[src/rtl/fetch_pf.sv]
// -----------------------------------------------------------------------------
// fetch_pf : instruction fetch unit with an in-order prefetch queue.
//
// Issues sequential word reads to instruction memory. It keeps the number of
// queued plus in-flight words within the queue capacity, so the queue can never
// overflow. Returned words are buffered in a small FIFO that feeds the decode
// stage.
//
// A redirect empties the queue and retargets both the fetch address and the
// head PC. Responses that are still in flight for the old path are then
// discarded while the unit is in the FLUSH state.
//
// Parameters
//   START_ADDR : PC / fetch address after reset
//   WORD_SIZE  : bytes per fetch and PC increment
//   QDEPTH     : queue entries (power of two, 2..16)
//
// Ports
//   clock, reset          : rising-edge clock, synchronous active-high reset
//   enable_fetch          : permits new memory requests
//   stall                 : downstream is not consuming the queue head
//   redirect, redirect_pc : taken branch/jump and its target
//   mem_req_valid/ready   : request handshake; mem_addr is the request address
//   rw, access_size       : constant read / WORD_SIZE request attributes
//   mem_rsp_valid/data    : in-order read responses
//   inst_valid/pc/data    : queue head presented to decode
//
// Optional build macro FETCH_PF_PERF_EN adds two output counters:
//   perf_fetch_cnt    : accepted requests
//   perf_redirect_cnt : redirect cycles
// -----------------------------------------------------------------------------
module fetch_pf #(
   parameter logic [31:0] START_ADDR = 32'h80020000,
   parameter int          WORD_SIZE  = 4,
   parameter int          QDEPTH     = 4
) (
   input  logic        clock,
   input  logic        reset,
   input  logic        enable_fetch,
   input  logic        stall,
   input  logic        redirect,
   input  logic [31:0] redirect_pc,
   output logic        mem_req_valid,
   input  logic        mem_req_ready,
   output logic [31:0] mem_addr,
   output logic        rw,
   output logic [31:0] access_size,
   input  logic        mem_rsp_valid,
   input  logic [31:0] mem_rsp_data,
   output logic        inst_valid,
   output logic [31:0] inst_pc,
   output logic [31:0] inst_data
`ifdef FETCH_PF_PERF_EN
   ,
   output logic [31:0] perf_fetch_cnt,
   output logic [31:0] perf_redirect_cnt
`endif
);

   localparam int PW = (QDEPTH > 1) ? $clog2(QDEPTH) : 1;
   localparam int CW = $clog2(QDEPTH + 1);
   localparam logic [CW:0]   QDEPTH_W = QDEPTH[CW:0];
   localparam logic [CW-1:0] ONE_C    = 1;
   localparam logic [PW-1:0] ONE_P    = 1;
   localparam logic [31:0]   WSTEP    = WORD_SIZE[31:0];

   typedef enum logic {ST_RUN, ST_FLUSH} state_t;

   state_t state_reg, state_next;

   logic [31:0]   mem_addr_reg;
   logic [31:0]   inst_pc_reg;
   logic [PW-1:0] rd_ptr_reg, wr_ptr_reg;
   logic [CW-1:0] count_reg, count_next;
   logic [CW-1:0] outst_reg, outst_next;
   logic [CW-1:0] drop_reg, drop_next;
   logic [31:0]   queue_mem [QDEPTH];

   logic          accept, push, pop, rsp_dec;
   logic [CW:0]   occ_sum;
   logic [31:0]   target_pc;
   logic [1:0]    unused_pc_bits;

   // Targets are always word aligned; the low bits of redirect_pc are ignored.
   assign target_pc      = {redirect_pc[31:2], 2'b00};
   assign unused_pc_bits = redirect_pc[1:0];

   assign rw          = 1'b1;
   assign access_size = WSTEP;
   assign mem_addr    = mem_addr_reg;
   assign inst_pc     = inst_pc_reg;
   assign inst_valid  = (count_reg != '0);
   assign inst_data   = queue_mem[rd_ptr_reg];

   always_comb begin
      occ_sum = {1'b0, count_reg} + {1'b0, outst_reg};
      // Queued plus in-flight words must stay within capacity. While a request
      // waits for ready this sum can only shrink, so a pending request never
      // drops by itself.
      mem_req_valid = !reset && (state_reg == ST_RUN) && enable_fetch &&
                      !redirect && (occ_sum < QDEPTH_W);
      accept  = mem_req_valid && mem_req_ready;
      push    = (state_reg == ST_RUN) && mem_rsp_valid && !redirect;
      pop     = inst_valid && !stall;
      rsp_dec = mem_rsp_valid && (outst_reg != '0);
   end

   // Outstanding count, queue occupancy and drop count for the next cycle.
   always_comb begin
      outst_next = outst_reg;
      if (accept)  outst_next = outst_next + ONE_C;
      if (rsp_dec) outst_next = outst_next - ONE_C;

      count_next = count_reg;
      if (redirect) begin
         count_next = '0;
      end else begin
         if (push) count_next = count_next + ONE_C;
         if (pop)  count_next = count_next - ONE_C;
      end

      drop_next = drop_reg;
      if (redirect) begin
         // Every request still in flight after this edge belongs to the old path.
         drop_next = rsp_dec ? (outst_reg - ONE_C) : outst_reg;
      end else if ((state_reg == ST_FLUSH) && mem_rsp_valid && (drop_reg != '0)) begin
         drop_next = drop_reg - ONE_C;
      end
   end

   // Next-state logic.
   always_comb begin
      state_next = state_reg;
      if (redirect) begin
         state_next = (drop_next != '0) ? ST_FLUSH : ST_RUN;
      end else if ((state_reg == ST_FLUSH) && (drop_next == '0)) begin
         state_next = ST_RUN;
      end
   end

   always_ff @(posedge clock) begin
      if (reset) state_reg <= ST_RUN;
      else       state_reg <= state_next;
   end

   always_ff @(posedge clock) begin
      if (reset) begin
         mem_addr_reg <= START_ADDR;
         inst_pc_reg  <= START_ADDR;
         rd_ptr_reg   <= '0;
         wr_ptr_reg   <= '0;
         count_reg    <= '0;
         outst_reg    <= '0;
         drop_reg     <= '0;
      end else begin
         outst_reg <= outst_next;
         count_reg <= count_next;
         drop_reg  <= drop_next;
         if (redirect) begin
            mem_addr_reg <= target_pc;
            inst_pc_reg  <= target_pc;
            rd_ptr_reg   <= '0;
            wr_ptr_reg   <= '0;
         end else begin
            if (accept) mem_addr_reg <= mem_addr_reg + WSTEP;
            if (pop) begin
               inst_pc_reg <= inst_pc_reg + WSTEP;
               rd_ptr_reg  <= rd_ptr_reg + ONE_P;
            end
            if (push) wr_ptr_reg <= wr_ptr_reg + ONE_P;
         end
      end
   end

   // Queue storage has no reset; the pointers define which entries are valid.
   always_ff @(posedge clock) begin
      if (push && !reset) queue_mem[wr_ptr_reg] <= mem_rsp_data;
   end

`ifdef FETCH_PF_PERF_EN
   logic [31:0] perf_fetch_reg, perf_redirect_reg;

   always_ff @(posedge clock) begin
      if (reset) begin
         perf_fetch_reg    <= '0;
         perf_redirect_reg <= '0;
      end else begin
         if (accept)   perf_fetch_reg    <= perf_fetch_reg + 32'd1;
         if (redirect) perf_redirect_reg <= perf_redirect_reg + 32'd1;
      end
   end

   assign perf_fetch_cnt    = perf_fetch_reg;
   assign perf_redirect_cnt = perf_redirect_reg;
`endif

endmodule

[config.mk]
export PLATFORM = sky130hd
export DESIGN_NAME = fetch_pf
export DESIGN_NICKNAME = d
export VERILOG_FILES = /design/src/rtl/fetch_pf.sv
export SDC_FILE = /design/constraint.sdc
export NUM_CORES = 1
export LEC_CHECK = 0
export ABC_AREA = 1
export BUFFER_PORTS_ARGS = -buffer_cell sky130_fd_sc_hd__buf_4
export CAP_MARGIN = 30
export CORE_ASPECT_RATIO = 0.6
export CORE_MARGIN = 2
export CORE_UTILIZATION = 45
export DETAILED_ROUTE_END_ITERATION = 12
export HOLD_SLACK_MARGIN = 0.12
export PLACE_DENSITY = 0.74
export SETUP_SLACK_MARGIN = 0.2
export SLEW_MARGIN = 10
export SYNTH_ARGS = -nofsm -noshare
export SYNTH_HDL_FRONTEND = slang
export SYNTH_SLANG_ARGS = --single-unit
[constraint.sdc]
create_clock -name clock -period 5.85 [get_ports clock]
set_input_delay 1.17 -clock clock [delete_from_list [all_inputs] [get_ports clock]]
set_output_delay 1.17 -clock clock [all_outputs]
set_load 0.02 [all_outputs]
==> run_results.csv <==
group,metric,value,unit
logic_synthesis,synth_most_common_cell,"nand2_1",
floorplanning,design.core.area,0.0221,sq mm
clocking,cts-hold-fix-buffers,0,
finish,nets,1437,
worst_hold_path,holdPathStages,1,
timing,worst_pin_slew,749,ps
global_route,antenna_found_initial,0,
timing,hold_viol,0,
timing,setup_ws,1980,ps
power_and_ir_drop,leakage,4.86,nW
logic_synthesis,synth.distinct_cells,40,
route,wire_per_inst,17.1,um
floorplanning,ioPinCount,202,
global_route,grt-ovfl-total,0,
floorplanning,die_w,198,um
global_route,grt_pass1_wl,42800,um
clocking,post-cts-setup-buffers,0,
logic_synthesis,synth_area,0.0101,sq mm
global_route,grt_pass1_vias,7610,
timing,fmax,0.258,GHz
worst_hold_path,min_from,"rd_ptr_reg[0]",
finish,largest_reg_flops,128,
clocking,htree_num_levels,1,
logic_synthesis,dominantRegCellSynth,"edfxtp_1",
floorplanning,dieArea,0.0237,sq mm
floorplanning,die_y,120,um
place,io_buffers,162,
route,antenna_left,0,
clocking,numCtsBuffers,21,
setup_path,timing.critical_path.from_type,"primary input",
timing,setup_tns,0,ps
finish,drive_gt1_share,16.7,%
clocking,cts_tree,"done",
setup_path,required,4680,ps
timing,relSlewSlack,49.9,%
route,viasPerCell,5.27,
timing,fin_crit_sh,66.2,%
timing,rsz0062_at_grt,"false",
logic_synthesis,synth_area_leaders,"edfxtp_1 (38%), dfxtp_1 (15%), nand2_1 (10%)",
logic_synthesis,synth_top_area_cell,"edfxtp_1",
outcome,run_status,"finished, final reports clean",
clocking,cts_root_buffer,"clkbuf_16",
power_and_ir_drop,p_per_area,281,mW/mm^2
setup_path,r2r_slack,3410,ps
run,maxCapViolCount,0,
clocking,clockBufferDepth,3,
worst_hold_path,hp-class,"flip-flop to flip-flop",
finish,areaGrowthSynthToFinish,19.5,%
timing,slew_violations,0,
timing,period_needed,3870,ps
clocking,clkLatencyLatePin,500,ps
clocking,cts_sinks,204,
logic_synthesis,yosys.area.top_type_share,38.0,%
setup_path,arrival,2700,ps
logic_synthesis,seq_area_frac_synth,53.0,%
route,routed_wl,28200,um
finish,nFillCells,2008,
logic_synthesis,postSynthAreaPerCell,8.45,sq um
setup_path,ff2ff_path_depth,8,
logic_synthesis,yosysWarnings,0,
setup_path,criticalPathCategory,"primary input to primary output",
place,gp_congestion,0.990,
floorplanning,fp-row-count,42,
logic_synthesis,synth_edf_count,128,
logic_synthesis,synthCells,1198,
setup_path,cp-end-kind,"primary output",
route,drt_iter0_drc,903,
global_route,grt_max_degree,66,
setup_path,regToRegStartpoint,"count_reg[0]",
timing,setup_viol,0,
route,drt_first_pass_iters,6,
power_and_ir_drop,max-vdd-ir-drop,0.173,mV
logic_synthesis,async_reset_ff_share,0,%
global_route,grt_usage,23.4,%
clocking,post_cts_resized,0,
logic_synthesis,ys_seq_elements,204,
clocking,path_clk_slew,60,ps
place,pre_cts_ws,1980,ps
timing,finalClockSkew,20.3,ps
logic_synthesis,synthTopCellsByCount,"nand2_1 (283), nor2_1 (184), edfxtp_1 (128)",
route,drc,0,
floorplanning,start_util,45.8,%
place,dp_hpwl,20000,um
setup_path,cp_max_fo,54,
setup_path,reg2reg_to,"inst_pc[30]",
route,vias,8687,
finish,diodes,0,
-- worst max-delay path by stage --
stage	start	end	slack (ps)	cells after the start
2_1_floorplan	redirect	queue_mem[0][0]	2370	6
3_3_place_gp	reset	mem_req_valid	2000	7
3_5_place_dp	reset	mem_req_valid	1980	7
4_1_cts	reset	mem_req_valid	1970	7
5_1_grt	reset	mem_req_valid	1880	7
6_report	reset	mem_req_valid	1980	7
-- final cells by class --
type,count,area (sq um),area share [%]
Clock inverter,8,96.3,0.797
Inverter,104,392,3.24
Tap cell,286,358,2.96
Clock buffer,27,548,4.53
Multi-Input combinational cell,847,4030,33.3
Sequential cell,204,5370,44.4
Timing Repair Buffer,171,1300,10.8
-- through the flow --
stage               power (W)  cell area, sq um  util, %  hold slack [ps]  std cells
floorplan             0.00198             10200        -              437       1233
global placement      0.00213             11400     51.7              454       1610
detailed placement    0.00214             11400     51.8              465       1611
CTS                   0.00342             12100     54.8              477       1646
global route          0.00354             12100     54.8              507       1647
finish                0.00340             12100     54.8              473       1647
-- cells in the final DEF, fill, tap and decap left out, drive strengths merged, types with 4 or more instances in the layout --
master    n
a21oi    46
a31oi    14
buf     171
clkbuf   27
clkinv    4
conb     37
dfxtp    76
edfxtp  128
ha       17
inv     103
nand2   284
nand3    62
nand3b    6
nand4     8
nor2    193
o21ai   104
o22ai    33
xnor2     8
xor2     20
-- routing by layer --
metal  routed length, um  vias to the layer above  global-route usage, %
met2               11100                      435                   31.4
met1               13100                     4013                   36.4
li1                    -                     4204                      -
met5                   0                        -                      0
met4                 411                        0                   4.09
met3                3630                       35                   7.90
-- critical path, stage by stage --
cell and delay, ps:
buf_4 480, clkinv_2 500, nand3_2 230, nor2_4 60, nand2_1 50, inv_1 40, buf_4 140
-- where the power goes --
group,total [W],internal (W),switching (W)
clock,0.00129,0.000749,0.000539
sequential,0.00164,0.00158,0.0000601
combinational,0.000471,0.000176,0.000295
total,0.00340,0.00251,0.000894
-- kinds of logic (layout without fill, tap and decap cells) --
group / after synthesis / in the layout / share of synthesized area (%)
buffers and inverters: 182 / 310 / 8.54
other: 2 / 37 / 0.0742
AO/OA/AOI/OAI: 205 / 205 / 11.0
AND/OR/NAND/NOR: 560 / 560 / 22.8
XOR/XNOR: 28 / 28 / 2.42
flip-flops: 204 / 204 / 53.0
adder cells (fa/ha/maj): 17 / 17 / 2.10
(Power assumes the default switching activity.)
